[src/rtl/riscv_pkg.sv]
// riscv_pkg: load/store funct3 codes, LSU state encoding and bus timeout default.
package riscv_pkg;
   localparam logic [2:0] F3_B  = 3'b000;
   localparam logic [2:0] F3_H  = 3'b001;
   localparam logic [2:0] F3_W  = 3'b010;
   localparam logic [2:0] F3_BU = 3'b100;
   localparam logic [2:0] F3_HU = 3'b101;
   localparam int TIMEOUT_DEFAULT = 255;
   typedef enum logic [1:0] {IDLE, WAIT, DONE} lsu_state_t;
   function automatic logic f3_legal(input logic [2:0] f3);
      return f3 == F3_B || f3 == F3_H || f3 == F3_W || f3 == F3_BU || f3 == F3_HU;
   endfunction
endpackage

[src/rtl/load_store_unit_if.sv]
// load_store_unit_if: req/ack data-memory bus between the LSU (master) and memory (slave).
interface load_store_unit_if;
   logic        mem_req;
   logic        mem_we;
   logic [31:0] mem_addr;
   logic [3:0]  mem_be;
   logic [31:0] mem_wdata;
   logic [31:0] mem_rdata;
   logic        mem_ack;
   modport master (output mem_req, mem_we, mem_addr, mem_be, mem_wdata, input mem_rdata, mem_ack);
   modport slave  (input mem_req, mem_we, mem_addr, mem_be, mem_wdata, output mem_rdata, mem_ack);
endinterface

[src/rtl/lsu_align.sv]
// lsu_align: byte-lane steering for stores and sign/zero-extending formatting for loads.
module lsu_align (
   input  logic [2:0]  f3,
   input  logic [1:0]  lane,
   input  logic [31:0] wd,
   input  logic [31:0] rdata,
   output logic [3:0]  be,
   output logic [31:0] wdata,
   output logic [31:0] rdata_fmt,
   output logic        misaligned
);
   logic [7:0]  b;
   logic [15:0] h;
   always_comb begin
      b          = rdata[{lane, 3'b000} +: 8];
      h          = rdata[{lane[1], 4'b0000} +: 16];
      be         = f3[1:0] == 2'b00 ? 4'b0001 << lane : f3[1:0] == 2'b01 ? 4'b0011 << lane : 4'b1111;
      wdata      = f3[1:0] == 2'b00 ? {4{wd[7:0]}} : f3[1:0] == 2'b01 ? {2{wd[15:0]}} : wd;
      rdata_fmt  = f3[1:0] == 2'b00 ? {{24{b[7] & ~f3[2]}}, b} :
                   f3[1:0] == 2'b01 ? {{16{h[15] & ~f3[2]}}, h} : rdata;
      misaligned = (f3[1:0] == 2'b01 && lane[0]) || (f3[1:0] == 2'b10 && lane != 2'b00);
   end
endmodule

[src/rtl/load_store_unit.sv]
// load_store_unit: runs one req/ack data-memory transaction per load/store, stalling the core meanwhile.
module load_store_unit
   import riscv_pkg::*;
#(
   parameter int TIMEOUT_CYCLES = TIMEOUT_DEFAULT,
   parameter int TO_W           = 8
) (
   input  logic        clk,
   input  logic        reset,
   input  logic        MemRead,
   input  logic        MemWrite,
   input  logic [2:0]  funct3,
   input  logic [31:0] ALUResult,
   input  logic [31:0] WD,
   output logic [31:0] RD,
   output logic        Stall,
   output logic        MemFault,
   load_store_unit_if.master bus
);
   lsu_state_t      state_q, state_d;
   logic [2:0]      f3_q, f3_sel;
   logic [1:0]      lane_q, lane_sel;
   logic [TO_W-1:0] cnt_q;
   logic            to_q;
   logic [31:0]     rd_q;
   logic [3:0]      be;
   logic [31:0]     wdata, rdata_fmt;
   logic            misaligned, access, illegal, start, ack, timeout, bad_now;
   // Alignment uses live inputs while idle and the latched request while waiting.
   lsu_align u_align (
      .f3(f3_sel), .lane(lane_sel), .wd(WD), .rdata(bus.mem_rdata),
      .be(be), .wdata(wdata), .rdata_fmt(rdata_fmt), .misaligned(misaligned)
   );
   always_comb begin
      f3_sel   = state_q == IDLE ? funct3 : f3_q;
      lane_sel = state_q == IDLE ? ALUResult[1:0] : lane_q;
      access   = MemRead | MemWrite;
      illegal  = access & ((MemRead & MemWrite) | ~f3_legal(funct3) | misaligned);
      start    = access & ~illegal;
      ack      = bus.mem_ack & bus.mem_req;
      timeout  = ~ack & (cnt_q == TO_W'(TIMEOUT_CYCLES - 1));
      state_d  = state_q == IDLE ? (start ? WAIT : IDLE) :
                 state_q == WAIT ? ((ack | timeout) ? DONE : WAIT) : IDLE;
      bad_now  = reset & (state_q == IDLE) & illegal;
      Stall    = reset & ((state_q == WAIT) | ((state_q == IDLE) & start));
      MemFault = bad_now | (reset & (state_q == DONE) & to_q);
      RD       = bad_now ? 32'h0 : rd_q;
   end
   always_ff @(posedge clk or negedge reset) begin
      if (!reset) begin
         state_q       <= IDLE;
         f3_q          <= '0;
         lane_q        <= '0;
         cnt_q         <= '0;
         to_q          <= 1'b0;
         rd_q          <= '0;
         bus.mem_req   <= 1'b0;
         bus.mem_we    <= 1'b0;
         bus.mem_addr  <= '0;
         bus.mem_be    <= '0;
         bus.mem_wdata <= '0;
      end else begin
         state_q <= state_d;
         if (state_q == IDLE && start) begin
            f3_q          <= funct3;
            lane_q        <= ALUResult[1:0];
            cnt_q         <= '0;
            to_q          <= 1'b0;
            bus.mem_req   <= 1'b1;
            bus.mem_we    <= MemWrite;
            bus.mem_addr  <= {ALUResult[31:2], 2'b00};
            bus.mem_be    <= MemWrite ? be : 4'b1111;
            bus.mem_wdata <= wdata;
         end else if (state_q == IDLE && illegal) begin
            rd_q <= '0;
         end else if (state_q == WAIT) begin
            if (ack) begin
               bus.mem_req <= 1'b0;
               if (!bus.mem_we) rd_q <= rdata_fmt;
            end else if (timeout) begin
               bus.mem_req <= 1'b0;
               rd_q        <= '0;
               to_q        <= 1'b1;
            end else begin
               cnt_q <= cnt_q + 1'b1;
            end
         end
      end
   end
endmodule

[src/flat_wrapper.sv]
// flat-port wrapper written by rule: the top's interface ports become plain ports
module load_store_unit_flat import riscv_pkg::*;
#(
   parameter int TIMEOUT_CYCLES = TIMEOUT_DEFAULT,
   parameter int TO_W           = 8
)
  (clk, reset, MemRead, MemWrite, funct3, ALUResult, WD, RD, Stall, MemFault, bus_mem_req, bus_mem_we, bus_mem_addr, bus_mem_be, bus_mem_wdata, bus_mem_rdata, bus_mem_ack);
  load_store_unit_if bus_i ();
  input  logic clk;
  input  logic reset;
  input  logic MemRead;
  input  logic MemWrite;
  input  logic [2:0] funct3;
  input  logic [31:0] ALUResult;
  input  logic [31:0] WD;
  output logic [31:0] RD;
  output logic Stall;
  output logic MemFault;
  output wire logic [$bits(bus_i.mem_req)-1:0] bus_mem_req;
  output wire logic [$bits(bus_i.mem_we)-1:0] bus_mem_we;
  output wire logic [$bits(bus_i.mem_addr)-1:0] bus_mem_addr;
  output wire logic [$bits(bus_i.mem_be)-1:0] bus_mem_be;
  output wire logic [$bits(bus_i.mem_wdata)-1:0] bus_mem_wdata;
  input wire logic [$bits(bus_i.mem_rdata)-1:0] bus_mem_rdata;
  input wire logic [$bits(bus_i.mem_ack)-1:0] bus_mem_ack;
  assign bus_mem_req = bus_i.mem_req;
  assign bus_mem_we = bus_i.mem_we;
  assign bus_mem_addr = bus_i.mem_addr;
  assign bus_mem_be = bus_i.mem_be;
  assign bus_mem_wdata = bus_i.mem_wdata;
  assign bus_i.mem_rdata = bus_mem_rdata;
  assign bus_i.mem_ack = bus_mem_ack;
  load_store_unit #(.TIMEOUT_CYCLES(TIMEOUT_CYCLES), .TO_W(TO_W)) u_core (.clk(clk), .reset(reset), .MemRead(MemRead), .MemWrite(MemWrite), .funct3(funct3), .ALUResult(ALUResult), .WD(WD), .RD(RD), .Stall(Stall), .MemFault(MemFault), .bus(bus_i));
endmodule
[config.mk]
export PLATFORM = sky130hd
export DESIGN_NAME = load_store_unit_flat
export DESIGN_NICKNAME = d
export VERILOG_FILES = /design/src/rtl/riscv_pkg.sv /design/src/rtl/load_store_unit_if.sv /design/src/rtl/lsu_align.sv /design/src/rtl/load_store_unit.sv /design/src/flat_wrapper.sv
export SDC_FILE = /design/constraint.sdc
export NUM_CORES = 1
export LEC_CHECK = 0
export BUFFER_PORTS_ARGS = -buffer_cell sky130_fd_sc_hd__buf_4
export CORE_MARGIN = 2
export CORE_UTILIZATION = 50
export DETAILED_ROUTE_END_ITERATION = 12
export PLACE_DENSITY = 0.78
export SKIP_CTS_REPAIR_TIMING = 1
export SKIP_LAST_GASP = 1
export SLEW_MARGIN = 10
export SYNTH_ARGS = -nofsm -noshare
export SYNTH_HDL_FRONTEND = slang
export SYNTH_SLANG_ARGS = --single-unit
[constraint.sdc]
create_clock -name clk -period 3.95 [get_ports clk]
set_input_delay 0.1975 -clock clk [delete_from_list [all_inputs] [get_ports clk]]
set_output_delay 0.1975 -clock clk [all_outputs]
set_load 0.1 [all_outputs]
==> run metrics <==
Die ar.=12700 um^2; Die Height=between 100 and 150 um; number of routed nets with antenna violations=0; Clk Latency, worst-skew pair=410 ps; TritonCTS Buffers=17; Root Driver=clkbuf_16; syn_area_per_cell=11.6 um^2; Reg-to-Reg End=u_core.bus.mem_wdata[24]; fin area=~8200 um^2; synthesis-stage register bit count=116; sequential area share after synthesis=~50%; num rows=39; Max Slew Vio Count=0; Critical Path Max Stage Delay=500 ps; commonest non-fill, non-tap cell in the layout=buf_4; setup_tns=0 ps; wire length per cell=roughly 19 um; final hold vios=0; first-pass GRT wire length=25.2 mm; RePlAce Congestion=0.928; antenna violations before repair=0; critical path startpoint category=flop; Clock Path Buffers=2; setup ws final=326 ps; largest net degree at the start of global routing=56; hold path cells=2; Tightest Pin Transition=approximately 1200 ps; critical path, cell by cell=or2_1 > mux2_4 > inv_1 > ha_1 > a21oi_1 > a221oi_4 > nor3b_4 > buf_4 > nor2_1 > buf_4; WL final=about 16 mm; min Tclk post-route=3620 ps; Crit Path Category=reg2out; grt total ovfl=0; FILL cells=827; Layout Nets=between 800 and 900; H-tree depth=4; worst path required time=3750 ps; vias in the first global route=about 4900; RSZ-0062 raised after global routing=false; Yosys warnings=0; data arrival time of the worst path=3430 ps; n_diodes=0; post-synth design cell area=5910 um^2; CORE AREA=11500 um^2; r2r setup slk=710 ps; ys flop type=dfrtp_1; Syn Inst Count=approximately 510; crit path max fanout=32; clk_skew=9.68 ps; hold_sp=ALUResult[5]; Chip Width=113 um; MaxCap Viol Count=0; I/O pin count=208; status=finished clean; period utilisation layout=91.7%; Buf/Inv on CP=3; area post-placement=~7600 um^2; Pre-antenna DRT Iters=4; min-delay worst type=in2reg; EDFF count, synth=0; Synth cell types=between 40 and 50; gr usage total=25.4%; CP startpoint=u_core.state_q[1]; clock sinks=116; crit-path most repeated cell=buf_4; worst r2r path cells=9; initial drt markers=280; Worst Hold Endpoint=u_core.bus.mem_addr[5]; slowest stage cell, crit path=dfrtp_1; detailed-route via count=4825; setup violators final=0; pre-CTS WS=735 ps; vias per cell=~5.5; CTS clk-pin slew, worst paths=50 ps; most frequent cells in the layout=buf_4 (219), dfrtp_1 (116), mux2_2 (71); share of layout cells above drive strength 1=44.9%; Reg-to-Reg Start=u_core.state_q[1]; Starting Density=between 50 and 60%; Post-DP HPWL=11.8 mm; asr flop ratio synth=100%; area grow syn2layout=38.4%; crit-path leading delay family=buffers and inverters; CTS tree=built; Fmax=0.276 GHz; Setup crit end kind=primary output; slew margin rel.=approximately 22%; DRC=0; I/O Buffers=roughly 210
[synthesized netlist by cell type (6+ instances only)]
cell | n | area, um^2
dfrtp_1 | 116 | 2900
mux2_2 | 71 | 800
nor2_1 | 56 | 210
mux2_1 | 28 | 315
mux2i_1 | 28 | 280
inv_1 | 23 | 86.3
nor2b_1 | 18 | 113
o32ai_1 | 16 | 140
a221o_1 | 12 | 120
clkbuf_1 | 12 | 45.0
a21oi_1 | 11 | 55.1
nand2_1 | 10 | 37.5
o21ai_0 | 10 | 50.1
buf_2 | 8 | 40.0
nand3_1 | 8 | 40.0
buf_4 | 6 | 45.0
ha_1 | 6 | 75.1
xnor2_1 | 6 | 52.6
[layout make-up]
type	count	area [um^2]	share of cell area [%]
Sequential cell	116	2900	35.5
Inverter	23	86.3	1.06
Clock inverter	4	45.0	0.551
Multi-Input combinational cell	338	2750	33.6
Timing Repair Buffer	223	1690	20.7
Tap cell	143	179	2.19
Clock buffer	26	519	6.35
[routing by layer]
| metal | share of wire (%) | track usage (%) | vias up |
|---|---|---|---|
| met5 | 0 | 0 | - |
| met4 | 1.8 | 8.21 | 0 |
| met3 | 10 | 10.7 | 22 |
| met2 | 49 | 41.2 | 215 |
| met1 | 39 | 30.9 | 2353 |
| li1 | - | - | 2235 |
[flip-flops by register name, summed over array words and instances, names as in the netlist]
name,flops
u_core.bus.mem_addr,30
u_core.state_q,2
u_core.to_q,1
u_core.rd_q,32
u_core.bus.mem_wdata,32
u_core.cnt_q,8
u_core.bus.mem_be,4
u_core.bus.mem_we,1
u_core.lane_q,2
u_core.bus.mem_req,1
u_core.f3_q,3
[stage by stage]
step	std cells	util [%]	hold slack, ps
2_1_floorplan	509	-	-98.1
3_3_place_gp	840	66.1	116
3_5_place_dp	840	66.1	121
4_1_cts	870	71.0	-315
5_1_grt	873	71.3	0.891
6_report	873	71.3	4.61
[logic make-up after synthesis]
group,share of synthesized area (%)
compound gates,9.64
other cells,0.0635
simple gates,10.2
xor+xnor,0.890
mux,24.3
buf+inv,4.55
fa+ha+maj,1.27
flops,49.1
[how the worst max path moves through the flow]
stage               slack [ps]  cells past startpoint                      end
finish                     330                     10                   RD[19]
global route               110                     10                   RD[15]
CTS                        330                     10                    RD[8]
detailed placement         730                      9  u_core.bus.mem_addr[14]
global placement           880                     10                   RD[15]
floorplan                    9                     11                    Stall
[worst register-to-register path, stage by stage (launching register included)]
cell,delay [ps]
dfrtp_1,500
or2_1,380
mux2_4,380
inv_1,200
ha_1,200
a21oi_1,70
a221oi_4,440
and2b_2,260
buf_12,260
mux2_2,440
Power is left out: the tool's default activity adds up to more than one toggle a clock period on the data nets, which glitch-free logic cannot reach.
